[src/rtl/abuf_sched_pkg.sv]
// abuf_sched_pkg: shared types and constants for the abuf phase scheduler.
//   state_t        - scheduler FSM states
//   PH_*           - abuf control_state phase codes (0 = idle, 1..8 = phases)
//   phase_entry_t  - one phase-table entry {words, rows}
//   phase_code()   - maps a table slot index to its abuf phase code
// The entry field widths below must match the WORD_W / ROW_W parameters of
// abuf_sched and abuf_sched_tbl.
package abuf_sched_pkg;

    localparam int PKG_WORD_W = 6;
    localparam int PKG_ROW_W  = 10;

    typedef enum logic [3:0] {
        S_IDLE,
        S_SELECT,
        S_UPDATE,
        S_START,
        S_SETTLE,
        S_FEED,
        S_WAIT_ROW,
        S_CLEAR,
        S_DONE
    } state_t;

    localparam logic [31:0] PH_IDLE = 32'd0;
    localparam logic [31:0] PH_1    = 32'd1;
    localparam logic [31:0] PH_2    = 32'd2;
    localparam logic [31:0] PH_3    = 32'd3;
    localparam logic [31:0] PH_4    = 32'd4;
    localparam logic [31:0] PH_5    = 32'd5;
    localparam logic [31:0] PH_6    = 32'd6;
    localparam logic [31:0] PH_7    = 32'd7;
    localparam logic [31:0] PH_8    = 32'd8;

    typedef struct packed {
        logic [PKG_WORD_W-1:0] words;
        logic [PKG_ROW_W-1:0]  rows;
    } phase_entry_t;

    // Slot i runs abuf in control_state i+1.
    function automatic logic [31:0] phase_code(input logic [2:0] idx);
        return 32'(idx) + PH_1;
    endfunction

endpackage

[src/rtl/abuf_sched_tbl.sv]
// abuf_sched_tbl: phase-table register file.
//   clk, rst      - clock, synchronous active-high reset (clears all entries)
//   wr_en/wr_idx  - write strobe and slot index
//   wr_entry      - {words, rows} to store; visible on the read port next cycle
//   rd_idx        - combinational read slot index
//   rd_entry      - entry stored at rd_idx
module abuf_sched_tbl
    import abuf_sched_pkg::*;
#(
    parameter int NUM_PHASES = 8,
    parameter int IDX_W      = 3
) (
    input  logic             clk,
    input  logic             rst,
    input  logic             wr_en,
    input  logic [IDX_W-1:0] wr_idx,
    input  phase_entry_t     wr_entry,
    input  logic [IDX_W-1:0] rd_idx,
    output phase_entry_t     rd_entry
);

    phase_entry_t tbl [NUM_PHASES];

    always_ff @(posedge clk) begin
        if (rst) begin
            for (int i = 0; i < NUM_PHASES; i++) begin
                tbl[i] <= '0;
            end
        end else if (wr_en) begin
            tbl[wr_idx] <= wr_entry;
        end
    end

    assign rd_entry = tbl[rd_idx];

endmodule

[src/rtl/abuf_sched.sv]
// abuf_sched: phase scheduler and feed controller for the activation buffer.
// Walks the enabled phase slots in order; for each it loads the abuf phase
// code, pulses start, meters one row of input words at a time and counts
// finish_row pulses until the row quota is met, then returns abuf to phase 0
// and pulses done.
// Ports:
//   clk, rst                     - clock, synchronous active-high reset
//   cfg_wr_*                     - phase-table write port
//   cfg_phase_mask               - enabled slots, sampled on an accepted run
//   run / busy / done            - sequence control and status
//   err                          - sticky: finish_row seen outside WAIT_ROW
//   phase_idx, row_cnt           - progress status
//   src_data/src_vld/src_rdy     - upstream valid/ready word stream
//   abuf_in_data(_vld)           - unhandshaked word feed into abuf
//   abuf_control_state(_update)  - phase code and its load strobe
//   abuf_start, abuf_finish_row  - per-phase start and per-row completion
//   perf_stall_cnt               - FEED cycles starved by upstream
// Optional feature: define ABUF_SCHED_PERF_EN to build the stall counter;
// otherwise perf_stall_cnt is tied to 0.
module abuf_sched
    import abuf_sched_pkg::*;
#(
    parameter int DATA_W     = 128,
    parameter int NUM_PHASES = 8,
    parameter int ROW_W      = PKG_ROW_W,
    parameter int WORD_W     = PKG_WORD_W,
    parameter int SETTLE_CYC = 2
) (
    input  logic                  clk,
    input  logic                  rst,
    input  logic                  cfg_wr_en,
    input  logic [2:0]            cfg_wr_phase,
    input  logic [WORD_W-1:0]     cfg_wr_words,
    input  logic [ROW_W-1:0]      cfg_wr_rows,
    input  logic [NUM_PHASES-1:0] cfg_phase_mask,
    input  logic                  run,
    output logic                  busy,
    output logic                  done,
    output logic                  err,
    output logic [2:0]            phase_idx,
    output logic [ROW_W-1:0]      row_cnt,
    input  logic [DATA_W-1:0]     src_data,
    input  logic                  src_vld,
    output logic                  src_rdy,
    output logic [DATA_W-1:0]     abuf_in_data,
    output logic                  abuf_in_data_vld,
    output logic [31:0]           abuf_control_state,
    output logic                  abuf_control_state_update,
    output logic                  abuf_start,
    input  logic                  abuf_finish_row,
    output logic [31:0]           perf_stall_cnt
);

    // SETTLE always lasts at least one cycle.
    localparam int SET_W = (SETTLE_CYC > 1) ? $clog2(SETTLE_CYC) : 1;
    localparam logic [SET_W-1:0] SET_LAST = SET_W'((SETTLE_CYC > 1) ? SETTLE_CYC - 1 : 0);
    localparam logic [2:0] IDX_LAST = 3'(NUM_PHASES - 1);

    state_t                state, state_nxt;
    logic [2:0]            idx;
    logic [NUM_PHASES-1:0] mask;
    phase_entry_t          rd_entry, cur;
    phase_entry_t          wr_entry;
    logic [WORD_W-1:0]     word_cnt;
    logic [SET_W-1:0]      settle_cnt;
    logic [31:0]           ctl_state;
    logic                  done_q, err_q;

    logic slot_ok, last_slot, word_last, row_last, xfer, run_acc;

    assign wr_entry = '{words: cfg_wr_words, rows: cfg_wr_rows};

    abuf_sched_tbl #(.NUM_PHASES(NUM_PHASES), .IDX_W(3)) u_tbl (
        .clk      (clk),
        .rst      (rst),
        .wr_en    (cfg_wr_en),
        .wr_idx   (cfg_wr_phase),
        .wr_entry (wr_entry),
        .rd_idx   (idx),
        .rd_entry (rd_entry)
    );

    // Slot eligibility reads the live table, so writes made while busy land
    // for slots not yet reached; the entered slot's entry is latched in cur.
    assign slot_ok   = mask[idx] && (rd_entry.words != '0) && (rd_entry.rows != '0);
    assign last_slot = (idx == IDX_LAST);
    assign word_last = (word_cnt == cur.words - WORD_W'(1));
    assign row_last  = (row_cnt == cur.rows - ROW_W'(1));
    assign xfer      = (state == S_FEED) && src_vld;
    assign run_acc   = (state == S_IDLE) && run;

    always_comb begin
        state_nxt = state;
        case (state)
            S_IDLE:     if (run) state_nxt = S_SELECT;
            S_SELECT: begin
                if (slot_ok)        state_nxt = S_UPDATE;
                else if (last_slot) state_nxt = S_CLEAR;
            end
            S_UPDATE:   state_nxt = S_START;
            S_START:    state_nxt = S_SETTLE;
            S_SETTLE:   if (settle_cnt == SET_LAST) state_nxt = S_FEED;
            S_FEED:     if (xfer && word_last) state_nxt = S_WAIT_ROW;
            S_WAIT_ROW: begin
                if (abuf_finish_row) begin
                    if (!row_last)      state_nxt = S_FEED;
                    else if (last_slot) state_nxt = S_CLEAR;
                    else                state_nxt = S_SELECT;
                end
            end
            S_CLEAR:    state_nxt = S_DONE;
            S_DONE:     state_nxt = S_IDLE;
            default:    state_nxt = S_IDLE;
        endcase
    end

    always_ff @(posedge clk) begin
        if (rst) begin
            state      <= S_IDLE;
            idx        <= '0;
            mask       <= '0;
            cur        <= '0;
            word_cnt   <= '0;
            row_cnt    <= '0;
            settle_cnt <= '0;
            ctl_state  <= PH_IDLE;
            done_q     <= 1'b0;
            err_q      <= 1'b0;
        end else begin
            state  <= state_nxt;
            // done trails the DONE state by a cycle so it lands with busy low.
            done_q <= (state == S_DONE);

            if (run_acc)
                err_q <= 1'b0;
            else if (abuf_finish_row && state != S_WAIT_ROW)
                err_q <= 1'b1;

            case (state)
                S_IDLE: begin
                    if (run) begin
                        mask <= cfg_phase_mask;
                        idx  <= '0;
                    end
                end
                // control_state is loaded on the way into UPDATE/CLEAR so the
                // new code and the update strobe reach abuf in the same cycle.
                S_SELECT: begin
                    if (slot_ok) begin
                        cur       <= rd_entry;
                        ctl_state <= phase_code(idx);
                    end else if (!last_slot) begin
                        idx <= idx + 3'd1;
                    end else begin
                        ctl_state <= PH_IDLE;
                    end
                end
                S_START: begin
                    row_cnt    <= '0;
                    word_cnt   <= '0;
                    settle_cnt <= '0;
                end
                S_SETTLE: settle_cnt <= settle_cnt + SET_W'(1);
                S_FEED: begin
                    if (xfer) word_cnt <= word_last ? '0 : word_cnt + WORD_W'(1);
                end
                S_WAIT_ROW: begin
                    if (abuf_finish_row) begin
                        row_cnt <= row_cnt + ROW_W'(1);
                        if (row_last) begin
                            if (!last_slot) idx <= idx + 3'd1;
                            else            ctl_state <= PH_IDLE;
                        end
                    end
                end
                default: ;
            endcase
        end
    end

    assign busy                      = (state != S_IDLE);
    assign done                      = done_q;
    assign err                       = err_q;
    assign phase_idx                 = idx;
    assign src_rdy                   = (state == S_FEED);
    assign abuf_in_data              = src_data;
    assign abuf_in_data_vld          = xfer;
    assign abuf_control_state        = ctl_state;
    assign abuf_control_state_update = (state == S_UPDATE) || (state == S_CLEAR);
    assign abuf_start                = (state == S_START);

`ifdef ABUF_SCHED_PERF_EN
    logic [31:0] stall_q;
    always_ff @(posedge clk) begin
        if (rst || run_acc)
            stall_q <= '0;
        else if (state == S_FEED && !src_vld && stall_q != '1)
            stall_q <= stall_q + 32'd1;
    end
    assign perf_stall_cnt = stall_q;
`else
    assign perf_stall_cnt = 32'd0;
`endif

endmodule

[config.mk]
export PLATFORM = sky130hd
export DESIGN_NAME = abuf_sched
export DESIGN_NICKNAME = d
export VERILOG_FILES = /design/src/rtl/abuf_sched_pkg.sv /design/src/rtl/abuf_sched_tbl.sv /design/src/rtl/abuf_sched.sv
export SDC_FILE = /design/constraint.sdc
export NUM_CORES = 1
export LEC_CHECK = 0
export BUFFER_PORTS_ARGS = -buffer_cell sky130_fd_sc_hd__buf_2
export CELL_PAD_IN_SITES_DETAIL_PLACEMENT = 1
export CELL_PAD_IN_SITES_GLOBAL_PLACEMENT = 2
export CORE_ASPECT_RATIO = 1.5
export CORE_MARGIN = 4
export CORE_UTILIZATION = 28
export DETAILED_ROUTE_END_ITERATION = 10
export HOLD_SLACK_MARGIN = 0.02
export PLACE_DENSITY = 0.72
export SLEW_MARGIN = 15
export SYNTH_ARGS = -nofsm -noshare
export SYNTH_HDL_FRONTEND = slang
export SYNTH_SLANG_ARGS = --single-unit
[constraint.sdc]
create_clock -name clk -period 2.6 [get_ports clk]
set_input_delay 0.26 -clock clk [delete_from_list [all_inputs] [get_ports clk]]
set_output_delay 0.26 -clock clk [all_outputs]
set_load 0.05 [all_outputs]
==> Word level (Yosys, flattened, before mapping) <==
Memories as Yosys holds them, arrays and structs flattened. A register that Yosys moved wholly into a read port is not among the register bits.
Index checks and enable logic that the tools add are counted.
{ "op_classes": {"addsub": 7, "magnitude_cmp": 1, "eq_ne": 20, "mux": 38, "reduce_logical": 25} }
{ "op_table": {"columns": ["op", "n"], "rows": [
  ["32-bit two-way mux", 4],
  ["32-bit one-hot mux with 2 select lines", 1],
  ["4-bit one-hot mux with 8 select lines", 1],
  ["3-bit two-way mux", 10],
  ["4-bit two-way mux", 6],
  ["10-bit one-hot mux with 2 select lines", 1],
  ["4-bit by 3-bit equality test with 1-bit output (second input constant)", 4],
  ["16-bit two-way mux", 1],
  ["16-bit OR reduction", 1],
  ["6-bit two-way mux", 2],
  ["6-bit one-hot mux with 2 select lines", 1],
  ["10-bit by 1-bit adder with 10-bit output (second input constant)", 1],
  ["10-bit equality test", 1],
  ["10-bit two-way mux", 1],
  ["2-bit != test (second input constant)", 5],
  ["5-bit AND reduction", 2],
  ["10-bit nonzero test", 1],
  ["10-bit by 1-bit subtractor with 10-bit output (second input constant)", 1],
  ["3-bit one-hot mux with 3 select lines", 1],
  ["4-bit by 2-bit equality test with 1-bit output (second input constant)", 2],
  ["2-bit AND reduction", 4],
  ["2-bit nonzero test", 4],
  ["1-bit two-way mux", 7],
  ["6-bit by 1-bit adder with 6-bit output (second input constant)", 1],
  ["22 further kinds", 28]
]} }
{ "totals": {"reg_bits": 82, "ram_bits": 128, "in_bits": 161, "out_inout_bits": 212, "wordCells": 103, "memories": 1} }
{ "memory_table": {"columns": ["memory", "depth", "width", "rd", "rd_ports_with_merged_regs", "write_ports", "line_no", "text"], "rows": [
  ["u_tbl.tbl", 8, 16, 1, 1, 8, "abuf_sched_tbl.sv:22", "phase_entry_t tbl [NUM_PHASES];"]
]} }

==> Logic depth before layout (Yosys ltp) <==
Gate-level depths: netlist of run 1.
{ "logic_depth": {"ltp_word": 8, "depth_mapped": 11, "mapped_depth_nobuf": 10} }

==> Cells and area by module <==
A second synthesis of run 1 with hierarchy kept.
{ "hier_totals": {"cells_unflattened": 942, "area_unflattened_um2": 10789.1} }
{ "by_module_without_submodules": {"columns": ["mod", "n_inst", "cells_per_inst", "area_each_um2", "seq_area_each_um2"], "rows": [
  ["abuf_sched_tbl", 1, 373, 5864.4, 3843.7],
  ["abuf_sched", 1, 569, 4924.7, 1641.6]
]} }

==> Least setup slack after synthesis of run 1 <==
No wires, ideal clock.
{ "synth_timing": {"kind": "register to register", "from": "register state[0]", "to": "register row_cnt[9]", "setup_time_ns": 0.070, "arrival_ns": 2.942, "required_time_ns": 2.530, "slack_ns": -0.412, "stages_incl_launch_ff": 8, "n_path_buf": 1, "synth_period_minus_slack_ns": 3.012, "cell_sequence": "dfxtp_1 > clkbuf_1 > inv_1 > nor3_1 > nand2b_1 > nand4_1 > or3_1 > a21oi_1"} }
{ "synth_via": {"elab_chain_len": 3, "word_cells_on_any_way": 6, "cone_classes": "3 x eq/ne; 1 x mux; 2 x reduce/logical"} }
{ "synth_lines": {"columns": ["item", "line_no", "text"], "rows": [
  ["start: declaration", "abuf_sched.sv:59", "state_t state, state_nxt;"],
  ["start signal: assignment", "abuf_sched.sv:130", "state <= state_nxt;"],
  ["4-bit by 2-bit equality test with 1-bit output (*)", null, null],
  ["via abuf_start", "abuf_sched.sv:49", "output logic abuf_start,"],
  ["2-bit nonzero test (no source line)", null, null],
  ["2-bit AND reduction (no source line)", null, null],
  ["end signal: assignment", "abuf_sched.sv:169", "row_cnt <= row_cnt + ROW_W'(1);"],
  ["end: declaration", "abuf_sched.sv:41", "output logic [ROW_W-1:0] row_cnt,"]
]} }
The timed path passes the listed nets; every way through them passes the cells marked *.
A chain may end at the register's enable or synchronous reset.

==> impl.org, run 1 <==
** Die
- Initial standard-cell utilization of the core :: roughly 28%
- Area inside the core boundary :: around 0.038 sq mm
- Die area :: about 0.041 sq mm
- Vertical extent of the die :: between 200 and 250 um
- In this run the count of I/O pins placed on the die edge is about 370.
- Chip Width :: ~170 um
- In this run the core area contains between 80 and 90 standard-cell rows.

** Power and ir drop
- Of the total power, the clock network draws between 30% and 40%.
- Of the total power, the share spent switching nets is ~29%.
- The internal power of the cells totals between 7 and 8 mW.
- Power density normalized to cell area :: approximately 800 mW/mm^2
- The worst-case IR drop observed on VDD is just over 0.0005 V.
- Reported net switching power :: 2.86 mW
- Leakage power total :: approximately 4.8 nW
- Sequential cells account for between 30% and 40% of the total power.
- Total power for the finished layout comes to 9.94 mW.
- Combinational logic burns roughly a quarter of the power.

** Placed design
- After detailed placement, the design holds a cell count of 1413.
- Detailed placement finished with a half-perimeter wire length of ~20 mm.
- Count of input and output buffers :: 84
- After detailed placement, the total cell area comes to 0.0113 sq mm.
- Routability cong. :: 0.758
- Prior to clock tree synthesis, the placed netlist has a worst setup slack of -286 ps.

** Global route
- Vias in the first global route :: around 7000
- The initial antenna violation count is 2.
- Entering global routing, the biggest net connects 41 pins.
- Summed over all layers, the global routing overflow is 0.
- Across every metal layer, demand over resource in global routing totals between 10 and 15%.
- Global-route wire length before repair :: 41.8 mm

** Setup path
- Kind of capture point of the worst setup path :: register
- Count of cell instances traversed by the critical path :: 10
- Across all register-to-register paths, the minimum setup slack is -280 ps.
- The most critical setup path has its endpoint at abuf_control_state[3].
- Crit Reg-Reg Endpoint :: abuf_control_state[3]
- CP Data Required Time :: just over 3000 ps
- Slowest stage cell, crit path :: sky130_fd_sc_hd__or4_4
- The worst setup path is launched from a register.
- Top fanout value on the critical path :: 19
- Critical Path Max Stage Delay :: approximately 550 ps
- Walking the worst path, the cells encountered are buf_12 -> mux4_2 -> mux2_4 -> or4_4 -> o211ai_4 -> nor2_4 -> buf_6 -> a311oi_4 -> buf_6 -> o2bb2ai_1.
- Most Frequent Cell on Critical Path :: sky130_fd_sc_hd__buf_6
- The critical path contains buffers and inverters numbering 3 combined.
- Arrival time reported for the critical path endpoint :: around 3300 ps
- The cell family contributing the most delay on the critical path is multiplexers.
- Setup CP Type :: register to register
- Worst R2R Path Depth :: 10

** Clock tree
- TritonCTS built the clock tree.
- After clock tree synthesis, the clock-pin slew on the worst setup and hold paths is approximately 70 ps.
- Buffers inserted during clock tree synthesis total 22.
- In this run the clock root is driven by a sky130_fd_sc_hd__clkbuf_16.
- Count of clock tree sinks :: approximately 210
- CTS H-Tree Depth :: 1
- Worst-skew pair later-pin latency :: about 520 ps
- The longest clock path from root to sink contains 3 buffers.

** STA
- Number of max-slew violations in the final report :: 0
- Setup slack on the critical path of the routed design comes to -278 ps.
- In the finished design, the share of the clock period the worst path needs comes to 111%.
- The final-report hold violation count was 0.
- Setup Total Neg Slack :: -11950 ps
- On the final layout, the worst clock skew is approximately 18 ps.
- F_max :: 347 MHz
- Setup repair after global routing could not meet its margin everywhere.
- For the finished layout, the period the worst path requires is between 2000 and 3000 ps.
- Worst slew margin relative to its limit :: between 60% and 70%
- Number of endpoints failing setup at the final stage :: 57
- Transition time at the pin with the least slew margin :: approximately 540 ps

** Logic synthesis
- Counting flops with a built-in enable in the synthesized netlist gives between 100 and 150.
- Simple-gate share of the synthesized area :: 16.1%
- Post-synthesis cell count :: 907
- Synth Area in Compound Gates :: 4.73%
- The synthesized netlist devotes under 10% of its cell area to XOR and XNOR gates.
- Adder-Cell Fraction of Synth Area :: less than 1%
- In this run, synthesis produced a sequential element count of between 200 and 250.
- Synth Flop Type :: sky130_fd_sc_hd__edfxtp_1
- Synthesized area :: about 0.011 sq mm
- Post-synthesis sequential area ratio :: ~52%
- Synthesis instantiated 56 different standard cells from the library.
- By area, the combinational part of the netlist is dominated by simple AND/OR/NAND/NOR gates.
- Post-synthesis area per instance :: around 12 sq um
- Portion of netlist area occupied by mux cells :: 10.2%
- Asr flop ratio synth :: 0%
- Yosys warnings :: 0

** Drt
- The first detailed-routing pass ran for 4 iterations.
- The routed design uses ~15 mm of met2 wire.
- Routed vias/inst :: approximately 4.5
- Antenna viol nets, final :: 0
- Routed met1 length :: between 9 and 10 mm
- Highest signal layer in the routed design :: met5
- Amount of wire on met3 after detailed routing :: ~1.5 mm
- After detailed routing, the number of remaining DRC violations is 0.
- Wires add up to 27.5 mm.
- Dividing the detail-routed wire length by the instance count gives ~19 um.
- Number of DRC markers after the initial detailed-route iteration :: 240
- Summing over every cut layer, the via total after detailed routing is 6611.

** Final layout
- Post-route insts no fill :: between 1000 and 1500
- Most common library cell in the layout ignoring fill and taps :: sky130_fd_sc_hd__and2_1
- The finished cells cover between 0.01 and 0.015 sq mm.
- Net count reported at finish :: 1132
- The area growth from synthesis to layout is 16.2%.
- In the layout the commonest cells are 160 x sky130_fd_sc_hd__and2_1, 128 x sky130_fd_sc_hd__edfxtp_1, 95 x sky130_fd_sc_hd__buf_4.
- Ratio of cells with drive above 1 in the final layout :: around 30%

** Hold path
- The path class of the tightest hold or removal check is primary input to register.

** Outcome
- Result of the run :: complete, but fails checks
- Failing checks :: setup timing

** Run
- Max-cap violations in this run came to 0.
registers in the layout (all words and copies together) (netlist names), named ones only:
register / count
u_tbl.tbl: 128
mask: 8
settle_cnt: 1
done: 1
err: 1
row_cnt: 10
phase_idx: 3
abuf_control_state: 32
cur: 16
word_cnt: 6
state: 4
cells in the mapped netlist, types with 3 or more instances:
| cell type | count | area [sq um] |
|---|---|---|
| sky130_fd_sc_hd__buf_6 | 5 | 56.3 |
| sky130_fd_sc_hd__nand4_1 | 6 | 37.5 |
| sky130_fd_sc_hd__a211oi_1 | 12 | 90.1 |
| sky130_fd_sc_hd__nand2_1 | 21 | 78.8 |
| sky130_fd_sc_hd__buf_4 | 160 | 1200 |
| sky130_fd_sc_hd__nor2_1 | 60 | 225 |
| sky130_fd_sc_hd__or2_2 | 3 | 18.8 |
| sky130_fd_sc_hd__nand2b_1 | 5 | 31.3 |
| sky130_fd_sc_hd__mux4_2 | 34 | 766 |
| sky130_fd_sc_hd__clkbuf_1 | 22 | 82.6 |
| sky130_fd_sc_hd__and2_1 | 160 | 1000 |
| sky130_fd_sc_hd__buf_2 | 6 | 30.0 |
| sky130_fd_sc_hd__xnor2_1 | 14 | 123 |
| sky130_fd_sc_hd__o31ai_1 | 4 | 30.0 |
| sky130_fd_sc_hd__buf_1 | 4 | 15.0 |
| sky130_fd_sc_hd__nor3_1 | 14 | 70.1 |
| sky130_fd_sc_hd__mux2i_1 | 28 | 280 |
| sky130_fd_sc_hd__and3_1 | 5 | 31.3 |
| sky130_fd_sc_hd__mux2_2 | 4 | 45.0 |
| sky130_fd_sc_hd__or3_1 | 4 | 25.0 |
| sky130_fd_sc_hd__nor2b_1 | 7 | 43.8 |
| sky130_fd_sc_hd__dfxtp_1 | 85 | 1700 |
| sky130_fd_sc_hd__o21ai_0 | 15 | 75.1 |
| sky130_fd_sc_hd__inv_1 | 11 | 41.3 |
| sky130_fd_sc_hd__ha_1 | 7 | 87.6 |
| sky130_fd_sc_hd__nand3_1 | 14 | 70.1 |
| sky130_fd_sc_hd__a21oi_1 | 13 | 65.1 |
| sky130_fd_sc_hd__xor2_1 | 18 | 158 |
| sky130_fd_sc_hd__edfxtp_1 | 128 | 3840 |
cells by family after synthesis:
logic type      Yosys count
buf+inv                 208
simple gates            309
compound gates           71
flops                   213
xor+xnor                 32
fa+ha+maj                 7
other cells               1
mux                      66
worst min-delay path by stage:
stage,end,slack [ps],startpoint,depth (start not counted)
finish,state[1],70,abuf_finish_row,2
global route,state[1],90,abuf_finish_row,2
CTS,state[1],50,abuf_finish_row,2
detailed placement,abuf_control_state[13],440,abuf_control_state[13],1
global placement,abuf_control_state[17],440,abuf_control_state[17],1
floorplan,state[1],380,abuf_finish_row,1
area by class of cell:
class / count / area (sq um)
well taps: 489 / 612
clock buffers: 25 / 626
flip-flops and latches: 213 / 5550
diodes: 1 / 2.50
inverters: 11 / 41.3
fillers: 4112 / 25200
repair buffers: 199 / 1430
clock inverters: 15 / 200
multi-input cells: 517 / 3920
power by group through the flow:
stage	registers [mW]	logic, mW	clock network, mW
global placement	4.02	2.28	0
finish	3.97	2.42	3.54
detailed placement	4.03	2.31	0
floorplan	4.04	2.00	0
global route	4.00	2.63	3.75
CTS	3.96	2.37	3.65
timing repair:
item / 4_1_cts / 5_1_grt
hold endpoints to repair: 8 / 0
setup endpoints to repair: 57 / 57
setup buffers: 2 / 5
hold buffers: 8 / 0
pin swaps: 5 / 5
resized for setup: 8 / 18
cloned: 0 / 1
stage by stage:
step                      utilization, %  hold slack (ps)
after floorplan                        -              378
after global placement              30.0              438
after detailed placement            30.0              443
after CTS                           32.6             51.8
after global routing                33.0             90.7
final                               33.0             69.0
metal layers:
metal / track usage, % / vias to the layer above
li1: - / 3087
met1: 12.9 / 3204
met2: 25.5 / 217
met3: 2.45 / 101
met4: 6.26 / 2
met5: 0 / -
Note: power is estimated with default switching activity, not from simulation.
==> run 2: changes to the inputs <==
==> constraint.sdc (replaced) <==
create_clock -name clk -period 2.6 [get_ports clk]
set_input_delay 0.52 -clock clk [delete_from_list [all_inputs] [get_ports clk]]
set_output_delay 0.52 -clock clk [all_outputs]
set_load 0.05 [all_outputs]
==> impl.org, run 2 (synthesized netlist as in run 1, its figures left out) <==
** Global route
- For this run, the total global-route usage over all layers was measured as between 10 and 15%.
- Remaining global-route overflow :: 0
- Initial antenna violation count :: 4
- Entering global routing, the biggest net connects between 40 and 50 pins.
- Vias in the first global route :: slightly below 7000
- The first global-routing pass estimated 41.0 mm of wire.

** STA
- Transition time at the pin with the least slew margin :: ~580 ps
- Measured against its own limit, the worst slew margin works out to around 61%.
- The final-report hold violation count is 0.
- The count of pins over their slew limit was 0.
- Setup repair after global routing could not meet its margin everywhere.
- Setup slack on the critical path of the routed design comes to -172 ps.
- Setup violations remaining at the end of the flow were counted as 56.
- In the final timing run, aggregate negative setup slack is -6840 ps.
- Between clock sinks in the finished design, the worst skew comes to around 12 ps.
- Counting I/O delays and the setup requirement, the final critical path takes 2770 ps.
- Post-route fraction of the period consumed by the critical path :: 107%
- F_max :: between 300 and 400 MHz

** Drt
- Average routed wire per standard cell :: ~19 um
- Routed vias/inst :: between 4 and 5
- Across all layers, the routed design uses approximately 6500 vias.
- Number of DRC markers after the initial detailed-route iteration :: about 320
- The detail route stage leaves a number of antenna-violating nets equal to 0.
- Detailed-routing iteration count for the pre-antenna-repair pass :: 4
- Summed over all layers, the routed wires come to ~27 mm.
- Remaining DRCs :: 0

** Power and ir drop
- In this run the static leakage power is 4.65 nW.
- Of the total power, combinational logic draws 24.5%.
- Switching portion of total power :: between 20 and 30%
- Internal power comes to between 6 and 7 mW.
- Clock network fraction of design power :: around a third
- For this design the ratio of total power to cell area is slightly below 800 mW/mm^2.
- In this run the power spent charging and discharging nets is around 2.7 mW.
- Across the VDD grid, the largest voltage drop is ~0.00049 V.
- Sequential cells account for a little over two fifths of the total power.

** Setup path
- Setup CP Type :: register to register
- Kind of capture point of the worst setup path :: register
- Critical Path Max Stage Delay :: between 500 and 600 ps
- Slowest stage cell, crit path :: sky130_fd_sc_hd__or4_4
- Kind of start point of the critical path :: register
- The critical path goes through buf_12 -> mux4_2 -> mux2_4 -> or4_4 -> o211ai_4 -> nor2_4 -> a311oi_4 -> buf_6 -> and2_1.
- CP Data Required Time :: around 3000 ps
- Arrival time reported for the critical path endpoint :: between 3000 and 4000 ps
- The critical path contains buffers and inverters numbering 2 combined.
- Among cell families on the critical path, the largest total delay comes from multiplexers.
- Along the worst path, the maximum fanout reaches 19.

** Hold path
- In this run the worst hold path is classified as primary input to register.

** Placed design
- Count of input and output buffers :: between 80 and 90
- Routability cong. :: 0.759
- Instance area after placement :: 0.0113 sq mm
- Detailed placement ended at an HPWL of around 20 mm.

** Final layout
- Flip-flop count of the largest register, all copies and words added :: about 130
- Ratio of cells with drive above 1 in the final layout :: approximately 28%
- Diode count :: 0
- The library cells used most frequently in the layout, excluding fill and tap cells, are 160 x sky130_fd_sc_hd__and2_1, 128 x sky130_fd_sc_hd__edfxtp_1, 92 x sky130_fd_sc_hd__buf_4.
- After routing the design area is around 0.012 sq mm.
- Multi-input gate area :: 0.00384 sq mm
- Net count reported at finish :: between 1000 and 1500
- Registers take ~0.0055 sq mm.
- Fillcell total :: approximately 4100
- Relative to the synthesized area, the layout overhead comes to 12.9%.
- Leaving out fill and tap cells, the most frequent cell in the layout is sky130_fd_sc_hd__and2_1.
- Register name with the most flops :: u_tbl.tbl

** Clock tree
- CTS built an H-tree with a depth of 1.
- CTS tree :: done
- After clock tree synthesis, the clock-pin slew on the worst setup and hold paths is about 60 ps.
- Clock tree root buffer cell :: sky130_fd_sc_hd__clkbuf_16
- CTS Buf Count :: 21
- Number of buffers on the longest clock path :: 3
- The number of hold buffers added after CTS was 0.
- Count of clock tree sinks :: 213
- At the later pin of the worst-skew pair, clock insertion delay measures around 500 ps.

** Die
- I/O pin count :: ~370
- Row generation in the floorplan step produced 87 rows.
- Die area :: 0.0413 sq mm
- Measured along the y axis, the die boundary spans 247 um.
- Area inside the core boundary :: around 0.038 sq mm
- In this run the horizontal extent of the chip is approximately 170 um.
- Initial standard-cell utilization of the core :: 28.4%

** Outcome
- Failing checks :: setup timing
- Result of the run :: complete, but fails checks

** Run
- Number of max-cap violations :: 0
run 2: cell types whose count changed in the layout (fill, tap and decap cells not counted), moves of 3 or more:
| cell | change |
|---|---|
| sky130_fd_sc_hd__clkbuf_16 | -4 |
| sky130_fd_sc_hd__dlygate4sd3_1 | -8 |
| sky130_fd_sc_hd__clkbuf_1 | +4 |
| sky130_fd_sc_hd__o31ai_1 | +3 |
| sky130_fd_sc_hd__o31ai_2 | -3 |
| sky130_fd_sc_hd__buf_4 | -3 |
run 2: worst min-delay path: cells and delay by family:
family	cells	cell delay, ps
buffers and inverters	1	80
AND/OR/NAND/NOR	1	70
multiplexers	1	50
run 2: repair_timing:
item | CTS | global route
setup buffers | 3 | 0
setup endpoints to repair | 56 | 57
pin swaps | 4 | 2
resized for setup | 7 | 1
run 2: cell type report:
| class | instances | area share (%) |
|---|---|---|
| repair buffers | 185 | 10.6 |
| flip-flops and latches | 213 | 46.2 |
| inverters | 11 | 0.343 |
| multi-input cells | 517 | 32.0 |
| clock buffers | 28 | 4.86 |
| well taps | 489 | 5.09 |
| clock inverters | 8 | 0.989 |
run 2: routing by layer:
metal | up-vias | share of wire [%] | global-route usage, % | wire, um
li1 | 3060 | - | - | -
met1 | 3164 | 36 | 12.9 | 9640
met2 | 186 | 55 | 25.0 | 14700
met3 | 100 | 6.1 | 2.94 | 1630
met4 | 8 | 3.3 | 4.75 | 891
met5 | - | 0.15 | 0 | 39
run 2: power groups by stage:
stage / Sequential (mW) / Clock, mW / Combinational [mW]
final: 3.96 / 3.14 / 2.30
after global routing: 3.99 / 3.40 / 2.50
after CTS: 3.96 / 3.24 / 2.34
after detailed placement: 4.04 / 0 / 2.30
after global placement: 4.03 / 0 / 2.27
after floorplan: 4.04 / 0 / 2.00
run 2: worst paths after layout:
kind / startpoint / to / slack, ps / cells after the start
setup / recovery: register / abuf_control_state[24] / -170 / 9
hold / removal: cfg_phase_mask[6] / mask[6] / 260 / 3
setup reg to reg: register / abuf_control_state[24] / -170 / 9
hold reg to reg: abuf_control_state[10] / abuf_control_state[10] / 460 / 1
run 2: through the flow:
stage | utilization (%) | hold WS, ps | worst slack, ps | instances | power, mW
6_report | 32.0 | 259 | -172 | 1451 | 9.41
5_1_grt | 32.0 | 252 | -312 | 1451 | 9.89
2_1_floorplan | - | 455 | -163 | 938 | 6.04
3_3_place_gp | 30.0 | 437 | -205 | 1412 | 6.29
3_5_place_dp | 30.0 | 441 | -248 | 1412 | 6.34
4_1_cts | 32.0 | 243 | -197 | 1451 | 9.55
==> run 3: changes to the inputs <==
CORE_UTILIZATION = 31   (was 28)
PLACE_DENSITY = 0.75   (was 0.72)
clock period = 2.8 ns   (was 2.6 ns; I/O delays follow)
==> impl.org, run 3 (synthesized netlist as in run 1, its figures left out) <==
** STA
- The final-report hold violation count was 0.
- Post-route fraction of the period consumed by the critical path :: 101%
- Smallest setup slack after layout :: -23.7 ps
- On the final layout, the worst hold slack is approximately 300 ps.
- At the pin with the least slew margin, the transition time is 791 ps.
- The count of pins over their slew limit was 0.
- The clock arrives with 17.2 ps of skew.
- Setup repair after global routing could not meet its margin everywhere.
- Worst slew margin relative to its limit :: between 40% and 50%
- Clock period minus final worst setup slack :: about 2800 ps
- Setup Total Neg Slack :: -160 ps
- Number of endpoints failing setup at the final stage :: 20
- F_max :: approximately 350 MHz

** Final layout
- Summing all multi-input logic gate instances after layout gives ~0.0039 sq mm.
- Finished Core Util :: a little over a third
- Signed area change from the synthesized netlist to the final layout :: 10.0%
- In the final layout, flip-flops and latches occupy around 0.0056 sq mm.
- Most common library cell in the layout ignoring fill and taps :: sky130_fd_sc_hd__and2_1
- Register name with the most flops :: u_tbl.tbl
- Ratio of cells with drive above 1 in the final layout :: 26.3%
- Top library cells by usage in the layout, fill and taps aside :: 158 x sky130_fd_sc_hd__and2_1, 128 x sky130_fd_sc_hd__edfxtp_1, 84 x sky130_fd_sc_hd__buf_2
- Flip-flop count of the largest register, all copies and words added :: 128
- After filler insertion, the fill cell instance count of the layout stands at between 3000 and 4000.
- For this run, the post-layout net count is 1082.
- The finished cells cover around 0.012 sq mm.

** Hold path
- Worst hold path class :: primary input to register
- Hold Crit Start :: cfg_phase_mask[2]

** Clock tree
- The number of clock buffers added by TritonCTS is 22.
- CTS H-Tree Depth :: 1
- Count of clock tree sinks :: about 210
- Clock tree root buffer cell :: sky130_fd_sc_hd__clkbuf_16
- The clock passes through at most 3 buffers.
- Clock slew seen by the registers of the worst setup and hold paths :: roughly 60 ps
- In this run, post-CTS hold repair placed 0 buffers.
- TritonCTS built the clock tree.
- Worst-skew pair later-pin latency :: around 500 ps

** Global route
- Pin count of the biggest net entering global routing :: just over 40
- Remaining global-route overflow :: 0
- The via count of the first global-routing pass is 7092.
- Total global routing track utilization :: between 10% and 20%
- The first global-routing pass estimated between 40 and 50 mm of wire.
- The initial antenna violation count is 3.

** Setup path
- Kind of capture point of the worst setup path :: register
- CP Data Required Time :: around 3200 ps
- Critical Path Max Stage Delay :: between 500 and 600 ps
- Dominant delay contributor by cell family on the critical path :: multiplexers
- For the worst setup path, the data arrival time is roughly 3200 ps.
- Setup CP Type :: register to register
- The largest individual stage delay along the critical path comes from the cell sky130_fd_sc_hd__or4_4.
- Top fanout value on the critical path :: 5
- Kind of start point of the critical path :: register
- Critical Path, Cell by Cell :: buf_12 -> mux4_2 -> mux2_4 -> or4_4 -> o211ai_4 -> nor2_4 -> buf_4 -> o311ai_4 -> o31ai_1
- Number of buffer and inverter instances along the worst setup path :: 2

** Placed design
- At the end of routability-driven placement, the weighted congestion stood at between 0.7 and 0.8.
- In this run the cell area measured after placement is between 0.01 and 0.015 sq mm.
- The HPWL after detailed placement is 21.5 mm.
- During placement, the flow inserted port buffers numbering 84.

** Drt
- After detailed routing, the number of vias per cell comes to a little under 5.
- The first detailed-routing pass ran for 4 iterations.
- Number of DRC markers after the initial detailed-route iteration :: about 340
- In the final routed layout, each cell accounts on average for approximately 22 um.
- Routed vias :: 6536
- Remaining DRCs :: 0
- The count of nets left with antenna violations once routing finished came out at 0.
- After detailed routing, the total wire length is just under 30 mm.

** Power and ir drop
- Total power draw :: 8.60 mW
- Maximum vdd ir drop :: roughly 0.00035 V
- The analysis attributes to cell leakage a power of approximately 4.5 nW.
- For this design the ratio of total power to cell area is 734 mW/mm^2.

** Die
- Die area :: 0.0375 sq mm
- Standard-cell rows :: 82
- I/O pin count :: about 370
- Once the floorplan was initialized, standard cells occupied about a third of the core.
- Vertical extent of the die :: around 240 um
- The core region is ~0.034 sq mm.
- Chip Width :: about 160 um

** Outcome
- The run finished, with violations left.
- Failing checks :: setup timing

** Run
- Across the run, the number of max-cap violations was 0.
[run 3: cell types whose count changed in the layout (fill, tap and decap cells not counted), moves of 3 or more]
| cell | previous run | this run |
|---|---|---|
| sky130_fd_sc_hd__clkinv_1 | 1 | 4 |
| sky130_fd_sc_hd__buf_4 | 92 | 56 |
| sky130_fd_sc_hd__bufinv_16 | 3 | 0 |
| sky130_fd_sc_hd__inv_1 | 12 | 9 |
[run 3: through the flow]
stage          instances  setup WS [ps]
4_1_cts             1345          -34.1
2_1_floorplan        938           13.0
6_report            1351          -23.7
3_3_place_gp        1305          -53.6
5_1_grt             1350           -143
3_5_place_dp        1305           -121
[run 3: repair_timing]
item	4_1_cts	5_1_grt
resized for setup	8	20
pin swaps	2	7
setup buffers	1	3
gates cloned	0	1
endpoints found under the setup margin	38	56
[run 3: worst paths after layout]
kind                            to  slack (ps)  depth (start not counted)
max                   phase_idx[0]         -20                          9
min                        mask[2]         300                          3
min reg2reg  abuf_control_state[9]         450                          1
max reg2reg           phase_idx[0]         -20                          9
[run 3: metal layers]
layer	up-vias	part of all wire [%]	track usage, %
met5	-	0.091	0.649
met4	2	6.9	9.79
met3	125	8.0	5.22
met2	206	52	28.4
met1	3222	33	14.1
li1	2981	-	-
[run 3: worst reg2reg max path, stage by stage (launching register included)]
cell,delay [ps]
sky130_fd_sc_hd__dfxtp_4,380
sky130_fd_sc_hd__buf_12,130
sky130_fd_sc_hd__mux4_2,500
sky130_fd_sc_hd__mux2_4,280
sky130_fd_sc_hd__or4_4,550
sky130_fd_sc_hd__o211ai_4,200
sky130_fd_sc_hd__nor2_4,90
sky130_fd_sc_hd__buf_4,160
sky130_fd_sc_hd__o311ai_4,300
sky130_fd_sc_hd__o31ai_1,110
[run 3: final cells by class]
| type | instances | share of cell area (%) |
|---|---|---|
| Antenna cell | 2 | 0.0427 |
| Clock buffer | 31 | 5.43 |
| Clock inverter | 8 | 0.331 |
| Inverter | 11 | 0.352 |
| Multi-Input combinational cell | 517 | 33.4 |
| Sequential cell | 213 | 47.4 |
| Tap cell | 420 | 4.48 |
| Timing Repair Buffer | 149 | 8.61 |
[run 3: where the power goes]
group / leakage (nW) / switching, mW / total, mW / internal (mW)
Combinational: 2.22 / 1.19 / 2.12 / 0.931
Sequential: 1.92 / 0.155 / 3.70 / 3.55
Clock: 0.329 / 1.20 / 2.77 / 1.58
